File: config.mk
export PLATFORM = sky130hd
export DESIGN_NAME = uart_cmd_decoder_flat
export DESIGN_NICKNAME = d
export VERILOG_FILES = /design/src/rtl/uart_cmd_pkg.sv /design/src/rtl/uart_cmd_decoder_if.sv /design/src/rtl/cmd_timeout_timer.sv /design/src/rtl/uart_cmd_decoder.sv /design/src/flat_wrapper.sv
export SDC_FILE = /design/constraint.sdc
export NUM_CORES = 1
export LEC_CHECK = 0
export BUFFER_PORTS_ARGS = -buffer_cell sky130_fd_sc_hd__buf_2
export CORE_ASPECT_RATIO = 1.1
export CORE_MARGIN = 10
export CORE_UTILIZATION = 50
export DETAILED_ROUTE_END_ITERATION = 12
export GPL_TIMING_DRIVEN = 0
export PLACE_DENSITY = 0.7
export SLEW_MARGIN = 20
export SYNTH_ARGS = -nofsm -noshare
export SYNTH_HDL_FRONTEND = slang
export SYNTH_SLANG_ARGS = --single-unit
File: constraint.sdc
create_clock -name clk -period 2.5 [get_ports clk]
set_input_delay 0 -clock clk [delete_from_list [all_inputs] [get_ports clk]]
set_output_delay 0 -clock clk [all_outputs]
set_load 0.02 [all_outputs]
File: src/rtl/uart_cmd_pkg.sv
// Shared definitions for the UART command decoder: FSM state encoding and
// the default packet framing/timeout constants.
package uart_cmd_pkg;

  typedef enum logic [1:0] {
    IDLE = 2'd0,
    ADDR = 2'd1,
    DATA = 2'd2,
    CHK  = 2'd3
  } cmd_state_t;

  localparam logic [7:0] SYNC_BYTE_DEFAULT   = 8'hA5;
  localparam int         TIMEOUT_CYC_DEFAULT = 2_000_000;

endpackage

File: src/rtl/uart_cmd_decoder_if.sv
// Frame stream from the UART receiver plus the register-write strobe and
// status/error pulses produced by the command decoder.
interface uart_cmd_decoder_if;

  logic [8:0] frame;
  logic       frame_valid;
  logic       wr_en;
  logic [7:0] wr_addr;
  logic [7:0] wr_data;
  logic       busy;
  logic       err_parity;
  logic       err_chk;
  logic       err_timeout;

  modport master (
    output frame, frame_valid,
    input  wr_en, wr_addr, wr_data, busy, err_parity, err_chk, err_timeout
  );

  modport slave (
    input  frame, frame_valid,
    output wr_en, wr_addr, wr_data, busy, err_parity, err_chk, err_timeout
  );

endinterface

File: src/rtl/cmd_timeout_timer.sv
// Inter-byte watchdog: counts cycles while run is high and flags expiry
// in the cycle the count reaches TIMEOUT_CYC-1 unless cleared that cycle.
module cmd_timeout_timer #(
  parameter int TIMEOUT_CYC = 2_000_000
) (
  input  logic clk,
  input  logic rst,
  input  logic clear,
  input  logic run,
  output logic expire
);

  localparam int CW = (TIMEOUT_CYC > 1) ? $clog2(TIMEOUT_CYC) : 1;

  logic [CW-1:0] count;

  // A clear in the expiry cycle means a frame arrived, which wins over the timeout.
  assign expire = run && !clear && (count == CW'(TIMEOUT_CYC - 1));

  always_ff @(posedge clk or negedge rst) begin
    if (!rst) begin
      count <= '0;
    end else if (clear || expire) begin
      count <= '0;
    end else if (run) begin
      count <= count + CW'(1);
    end
  end

endmodule

File: src/rtl/uart_cmd_decoder.sv
// Parity-checks received frames, assembles SYNC/ADDR/DATA/CHK packets and
// issues one-cycle register-write strobes or error pulses.
module uart_cmd_decoder
  import uart_cmd_pkg::*;
#(
  parameter logic [7:0] SYNC_BYTE   = SYNC_BYTE_DEFAULT,
  parameter logic       PARITY_ODD  = 1'b0,
  parameter int         TIMEOUT_CYC = TIMEOUT_CYC_DEFAULT
) (
  input logic               clk,
  input logic               rst,
  uart_cmd_decoder_if.slave bus
);

  cmd_state_t state;
  logic [7:0] addr_r;
  logic [7:0] data_r;
  logic [7:0] rx_byte;
  logic       parity_ok;
  logic       chk_ok;
  logic       timer_clear;
  logic       expire;

  logic       wr_en_r;
  logic [7:0] wr_addr_r;
  logic [7:0] wr_data_r;
  logic       busy_r;
  logic       err_parity_r;
  logic       err_chk_r;
  logic       err_timeout_r;

  assign rx_byte     = bus.frame[7:0];
  assign parity_ok   = ((^bus.frame) == PARITY_ODD);
  assign chk_ok      = (rx_byte == (addr_r ^ data_r));
  assign timer_clear = bus.frame_valid || (state == IDLE);

  cmd_timeout_timer #(
    .TIMEOUT_CYC(TIMEOUT_CYC)
  ) u_timer (
    .clk   (clk),
    .rst   (rst),
    .clear (timer_clear),
    .run   (busy_r),
    .expire(expire)
  );

  // busy tracks the next state so it drops together with the final pulse.
  always_ff @(posedge clk or negedge rst) begin
    if (!rst) begin
      state         <= IDLE;
      addr_r        <= '0;
      data_r        <= '0;
      wr_en_r       <= 1'b0;
      wr_addr_r     <= '0;
      wr_data_r     <= '0;
      busy_r        <= 1'b0;
      err_parity_r  <= 1'b0;
      err_chk_r     <= 1'b0;
      err_timeout_r <= 1'b0;
    end else begin
      wr_en_r       <= 1'b0;
      err_parity_r  <= 1'b0;
      err_chk_r     <= 1'b0;
      err_timeout_r <= 1'b0;
      if (bus.frame_valid) begin
        if (!parity_ok) begin
          err_parity_r <= 1'b1;
          state        <= IDLE;
          busy_r       <= 1'b0;
        end else begin
          unique case (state)
            IDLE: begin
              if (rx_byte == SYNC_BYTE) begin
                state  <= ADDR;
                busy_r <= 1'b1;
              end
            end
            ADDR: begin
              addr_r <= rx_byte;
              state  <= DATA;
            end
            DATA: begin
              data_r <= rx_byte;
              state  <= CHK;
            end
            CHK: begin
              if (chk_ok) begin
                wr_en_r   <= 1'b1;
                wr_addr_r <= addr_r;
                wr_data_r <= data_r;
              end else begin
                err_chk_r <= 1'b1;
              end
              state  <= IDLE;
              busy_r <= 1'b0;
            end
            default: begin
              state  <= IDLE;
              busy_r <= 1'b0;
            end
          endcase
        end
      end else if (expire) begin
        err_timeout_r <= 1'b1;
        state         <= IDLE;
        busy_r        <= 1'b0;
      end
    end
  end

  assign bus.wr_en       = wr_en_r;
  assign bus.wr_addr     = wr_addr_r;
  assign bus.wr_data     = wr_data_r;
  assign bus.busy        = busy_r;
  assign bus.err_parity  = err_parity_r;
  assign bus.err_chk     = err_chk_r;
  assign bus.err_timeout = err_timeout_r;

endmodule

File: src/flat_wrapper.sv
// flat-port wrapper written by rule: the top's interface ports become plain ports
module uart_cmd_decoder_flat import uart_cmd_pkg::*;
#(
  parameter logic [7:0] SYNC_BYTE   = SYNC_BYTE_DEFAULT,
  parameter logic       PARITY_ODD  = 1'b0,
  parameter int         TIMEOUT_CYC = TIMEOUT_CYC_DEFAULT
)
  (clk, rst, bus_frame, bus_frame_valid, bus_wr_en, bus_wr_addr, bus_wr_data, bus_busy, bus_err_parity, bus_err_chk, bus_err_timeout);
  uart_cmd_decoder_if bus_i ();
  input logic clk;
  input logic rst;
  input wire logic [$bits(bus_i.frame)-1:0] bus_frame;
  input wire logic [$bits(bus_i.frame_valid)-1:0] bus_frame_valid;
  output wire logic [$bits(bus_i.wr_en)-1:0] bus_wr_en;
  output wire logic [$bits(bus_i.wr_addr)-1:0] bus_wr_addr;
  output wire logic [$bits(bus_i.wr_data)-1:0] bus_wr_data;
  output wire logic [$bits(bus_i.busy)-1:0] bus_busy;
  output wire logic [$bits(bus_i.err_parity)-1:0] bus_err_parity;
  output wire logic [$bits(bus_i.err_chk)-1:0] bus_err_chk;
  output wire logic [$bits(bus_i.err_timeout)-1:0] bus_err_timeout;
  assign bus_i.frame = bus_frame;
  assign bus_i.frame_valid = bus_frame_valid;
  assign bus_wr_en = bus_i.wr_en;
  assign bus_wr_addr = bus_i.wr_addr;
  assign bus_wr_data = bus_i.wr_data;
  assign bus_busy = bus_i.busy;
  assign bus_err_parity = bus_i.err_parity;
  assign bus_err_chk = bus_i.err_chk;
  assign bus_err_timeout = bus_i.err_timeout;
  uart_cmd_decoder #(.SYNC_BYTE(SYNC_BYTE), .PARITY_ODD(PARITY_ODD), .TIMEOUT_CYC(TIMEOUT_CYC)) u_core (.clk(clk), .rst(rst), .bus(bus_i));
endmodule
[Word level (Yosys, flattened, before mapping)]
Index checks and enable logic that the tools add are counted.
Storage, ports and cells
  word-level logic and storage cells: 60
  bits in registers: 60
  input bits: 12
Cells by class
  bitwise logic cells: 2
  $add $sub $neg: 1
  eq/ne operators: 8
  reductions and logical operators: 14
  muxes and demuxes: 24
Operator list (number)
  $mux 21: 2
  $add 21x1->21 const B: 1
  $eq 21x21->1 const B: 1
  $mux 1: 16
  $reduce_and 3->1: 3
  $reduce_xor 9->1: 1
  $eq 8x8->1: 1
  $eq 8x8->1 const B: 1
  $mux 2: 4
  $pmux 2 s4: 1
  $xor 8x8->8: 1
  $eq 2x2->1 const B: 2
  $ne 4x1->1 const B: 1
  $ne 4x3->1 const B: 1
  $reduce_and 4->1: 1
  $reduce_bool 2->1: 2
  $eq 2x1->1 const B: 1
  $logic_and 1x1->1: 2
  $logic_not 2->1: 1
  $logic_or 1x1->1: 2
  $pmux 1 s2: 1
  $reduce_and 2->1: 1
  $logic_not 1->1: 1
  $not 1->1: 1

[Depth between registers and ports, before layout]
  depth in word-level cells: 7
  gate-level depth with buffers: 7
  depth with buffers taken out: 6

[Cells and area by module]
A second synthesis with hierarchy kept.
Second synthesis, totals
  cell total of the unflattened synthesis: 238
  area, all modules: 2972.9 um^2
By module, submodules not included
  uart_cmd_decoder: times used 1, area an instance 1884.3 um^2, cells each 125, sequential area each 975.9 um^2
  cmd_timeout_timer: times used 1, area an instance 1088.5 um^2, cells each 113, sequential area each 525.5 um^2

[Worst setup path after synthesis]
Ideal clock, no wire load.
  kind: input to register
  from: in bus_frame[4]
  to: reg u_core.wr_addr_r[0], in the netlist u_core.bus.wr_addr[0]
  data arrival time: 2148 ps
  stages on the path: 7
  slack: 227 ps
  cell sequence: inv_1 > ha_1 > xnor3_1 > or3_4 > a2111oi_4 > buf_6 > mux2_2
On the way
  word-level cells in the longest chain between the ends: 3
RTL lines
  start: declaration: RTL line flat_wrapper.sv:12  | input wire logic [$bits(bus_i.frame)-1:0] bus_frame;
  $reduce_xor 9->1: RTL line uart_cmd_decoder.sv:33  | assign parity_ok = ((^bus.frame) == PARITY_ODD);
  $not 1->1 (no line)
  $reduce_and 4->1 (no line) (*)
  end signal: assignment: RTL line uart_cmd_decoder.sv:89  | wr_addr_r <= addr_r;
  end: declaration: RTL line uart_cmd_decoder.sv:25  | logic [7:0] wr_addr_r;
Every way passes the cells marked *; elsewhere a longest branch is shown, timed or not.
A chain may end at the register's enable or synchronous reset.

[Final worst setup path]
  from: reg u_core.u_timer.count[16]
  to: reg u_core.u_timer.count[3]
On the way
  word-level cells in the longest chain between the ends: 4
RTL lines
  start: declaration: RTL line cmd_timeout_timer.sv:15  | logic [CW-1:0] count;
  start signal: assignment: RTL line cmd_timeout_timer.sv:26  | count <= count + CW'(1);
  $eq 21x21->1 (*): RTL line cmd_timeout_timer.sv:18  | assign expire = run && !clear && (count == CW'(TIMEOUT_CYC - 1));
  $logic_and 1x1->1 (*): RTL line cmd_timeout_timer.sv:18
  $logic_or 1x1->1 (*): RTL line cmd_timeout_timer.sv:23  | end else if (clear || expire) begin
  $mux 21 or $reduce_bool 2->1 (tied branches)
Marked as above.

==> parameters.txt <==
Parameter                              Value

Layout
  Number of nets in the final layout ... 323
  Layout Utilization ... between 60% and 70%
  Proportion of layout cells with a drive suffix above 1 ... 31.0%
  Ant diodes ... 0
  Relative area change from synthesis to final layout ... 19.0%

Pwr
  Combinational group share of total power ... between 20% and 30%
  Proportion of power drawn by flip-flops and latches ... 45.4%
  Clk pwr share ... around a third
  Leakage power ... 1.66 nW
  Overall power consumption ... ~0.0026 W
  Worst vdd ir ... ~0.33 mV
  Switching share of power ... 26.0%
  Internal cell power ... 0.00190 W
  Net Sw Power ... ~0.00067 W
  Power density normalized to cell area ... just over 700 mW/mm^2

Placement
  Placed wire-length estimate ... approximately 4300 um
  Number of port buffers ... 32
  RePlAce Congestion ... 0.862

Timing
  Hold Violations, Final ... 0
  Unrepaired setup endpoints after global routing ... false
  Transition time at the pin with the least slew margin ... roughly 750 ps
  Final-report max-slew violation count ... 0
  Clk_skew ... approximately 7.9 ps
  Final worst path period need ... 2240 ps
  Max Clock Freq ... roughly 450 MHz
  Final setup vio count ... 0
  Max-slew headroom ... 50.2%
  Final critical-path share of the clock period ... about nine tenths

Critical path
  Data arrival time of the critical path ... 2440 ps
  Endpoint kind of the worst setup timing path ... flop
  Critical path data required time ... between 2000 and 3000 ps
  End of the worst register-to-register path ... u_core.u_timer.count[3]
  Worst reg2reg path depth ... 5
  Largest fanout on the critical path ... 10
  Type of the worst setup path ... reg -> reg
  Category of the worst setup path launch point ... flop
  Reg-to-reg critical path startpoint ... u_core.u_timer.count[16]
  Worst reg-to-reg setup slack ... ~260 ps

Synth
  Leading register cell type out of synthesis ... sky130_fd_sc_hd__dfrtp_1
  Unique masters post-synth ... 39
  Cell count after synthesis ... around 250
  Post-synthesis instance area ... 0.00301 mm^2
  Post-synth EDFFs ... 0
  Avg Synthesized Cell Area ... between 10 and 15 um^2
  Number of warning messages in the yosys log ... 0
  Sequential share of the synthesized area ... approximately half
  Seq cells post-synth ... 60
  Share of synthesized registers carrying an async set or reset ... 100%
  Number of nets produced by synthesis ... around 270

Global route
  First-pass GRT wire length ... approximately 11,000 um
  Number of global-route vias before repair ... around 2,300
  Antenna violations before repair ... 0
  GRT overflow ... 0
  Total routing usage reported by global routing ... 14.2%
  Maximum number of pins on one net before global-route repair ... around 60

Clocking
  Maximum clock insertion buffer count ... 2
  Clock-pin slew on the worst setup and hold paths ... 70 ps
  Level count of the clock H-tree ... 3
  Number of clock sinks ... 60
  Total CTS buffers ... 9
  CTS tree ... done
  Root Buffer ... sky130_fd_sc_hd__clkbuf_8
  Clock latency reported for the late side of the worst-skew pair ... between 300 and 400 ps
  Number of gates resized after CTS ... 0

Routing
  Drt first pass iters ... 4
  Detailed-route wire length per cell ... roughly 17 um
  Number of vias in the routed layout ... approximately 2,100
  Ratio of routed vias to standard cells ... about 5.5
  DRT antenna net count ... 0
  Starting DRC count in detailed routing ... 88
  Overall routed net length ... approximately 6300 um
  Post-detailed-route DRC marker count ... 0

Die
  Die W ... between 90 and 100 um
  Die boundary height ... approximately 100 um
  Top-level port count ... 33
  Starting density of the core ... about 52%
  Core footprint ... 0.00581 mm^2
  Total die area ... between 0.009 and 0.01 mm^2
  FP Rows ... 29

Worst hold path
  Hold Path Depth ... 4
  Endpoint, Worst Hold ... u_core.bus.err_parity
  Hold Startpoint ... bus_frame[8]
  Worst min-delay path category ... in -> reg

Flow run
  Max-cap check violation count ... 0

Outcome
  Result of the run ... complete, no violations
-- worst max path at each step --
stage,from,to,slack (ps)
floorplan,bus_frame[4],u_core.bus.wr_addr[0],230
global placement,bus_frame[4],u_core.bus.wr_data[6],-250
detailed placement,bus_frame[4],u_core.bus.wr_data[3],-260
CTS,u_core.data_r[5],u_core.bus.wr_data[3],30
global route,u_core.u_timer.count[9],u_core.u_timer.count[2],170
finish,u_core.u_timer.count[16],u_core.u_timer.count[3],260
-- layout make-up --
| type | instances | area (um^2) |
|---|---|---|
| plain buffers | 8 | 37.5 |
| clock buffers | 10 | 138 |
| clock inverters | 5 | 52.6 |
| fillers | 488 | 2220 |
| inverters | 14 | 52.6 |
| multi-input cells | 164 | 1420 |
| flip-flops and latches | 60 | 1500 |
| well taps | 77 | 96.3 |
| repair buffers | 45 | 285 |
-- stage by stage --
stage               setup TNS [ps]  setup WS (ps)  std cells  hold slack (ps)  area, um^2
floorplan                        0            227        246             -296        3010
global placement             -2560           -252        355              288        3270
detailed placement           -2710           -265        355              118        3270
CTS                              0           33.5        380              235        3560
global route                     0            172        383              331        3580
finish                           0            264        383              249        3580
-- cell usage after synthesis, types with 7 or more instances --
library cell	number	area share (%)
sky130_fd_sc_hd__mux2_2	32	12
sky130_fd_sc_hd__ha_1	9	3.7
sky130_fd_sc_hd__dfrtp_1	60	50
sky130_fd_sc_hd__nand3_1	9	1.5
sky130_fd_sc_hd__inv_1	14	1.7
sky130_fd_sc_hd__nand2_1	10	1.2
sky130_fd_sc_hd__xnor2_1	8	2.3
sky130_fd_sc_hd__nand4_1	10	2.1
sky130_fd_sc_hd__clkbuf_1	7	0.87
sky130_fd_sc_hd__nor2_1	14	1.7
sky130_fd_sc_hd__a21oi_1	9	1.5
-- per-layer routing --
| metal | vias to the layer above | share of wire (%) | GRT usage, % |
|---|---|---|---|
| met1 | 1056 | 41 | 15.2 |
| li1 | 1000 | - | - |
| met4 | 0 | 2.2 | 8.30 |
| met3 | 11 | 5.1 | 3.85 |
| met5 | - | 0 | 0 |
| met2 | 54 | 52 | 24.7 |
-- cell usage in the layout, fill, tap and decap left out, types with 7 or more instances in the layout --
master                           n
sky130_fd_sc_hd__dlygate4sd3_1  10
sky130_fd_sc_hd__nand3_1         9
sky130_fd_sc_hd__buf_2          31
sky130_fd_sc_hd__ha_1            9
sky130_fd_sc_hd__inv_1          14
sky130_fd_sc_hd__nand4_1        10
sky130_fd_sc_hd__nand2_1        10
sky130_fd_sc_hd__xnor2_1         8
sky130_fd_sc_hd__dfrtp_1        60
sky130_fd_sc_hd__clkbuf_1        7
sky130_fd_sc_hd__clkbuf_8       10
sky130_fd_sc_hd__nor2_1         14
sky130_fd_sc_hd__mux2_2         32
sky130_fd_sc_hd__a21oi_1         9
-- sequential cells by signal, summed over array words and instances, names as in the netlist --
register,count
u_core.u_timer.count,21
u_core.data_r,8
u_core.bus.err_timeout,1
u_core.bus.err_chk,1
u_core.bus.wr_data,8
u_core.bus.wr_addr,8
u_core.bus.busy,1
u_core.bus.wr_en,1
u_core.addr_r,8
u_core.state,2
u_core.bus.err_parity,1
-- logic make-up (layout without fill, tap and decap cells) --
kind of cell	Yosys count	in the layout	share of synthesized area, %
XOR/XNOR	22	22	11.3
flip-flops	60	60	49.9
buffers and inverters	22	82	2.99
adder cells (fa/ha/maj)	9	9	3.74
AND/OR/NAND/NOR	73	73	13.4
AO/OA/AOI/OAI	27	27	6.32
multiplexers	33	33	12.3
-- repair_timing --
| action | CTS | global route |
|---|---|---|
| setup buffers | 0 | 3 |
| endpoints found under the setup margin | 0 | 9 |
| hold buffers | 10 | 0 |
| hold endpoints to repair | 77 | 0 |
-- critical path, stage by stage (launching register included) --
cell                       delay, ps
sky130_fd_sc_hd__dfrtp_1         410
sky130_fd_sc_hd__or4_1           580
sky130_fd_sc_hd__or3_1           400
sky130_fd_sc_hd__o211ai_1        210
sky130_fd_sc_hd__clkbuf_1        400
sky130_fd_sc_hd__nor2_1          100
-- power by group through the flow --
stage	Combinational (W)	Sequential, W	Clock, W
after floorplan	0.000434	0.00117	0
after global placement	0.000526	0.00118	0
after detailed placement	0.000535	0.00118	0
after CTS	0.000551	0.00116	0.000880
after global routing	0.000592	0.00118	0.000922
final	0.000546	0.00116	0.000857
(Power assumes the default switching activity.)
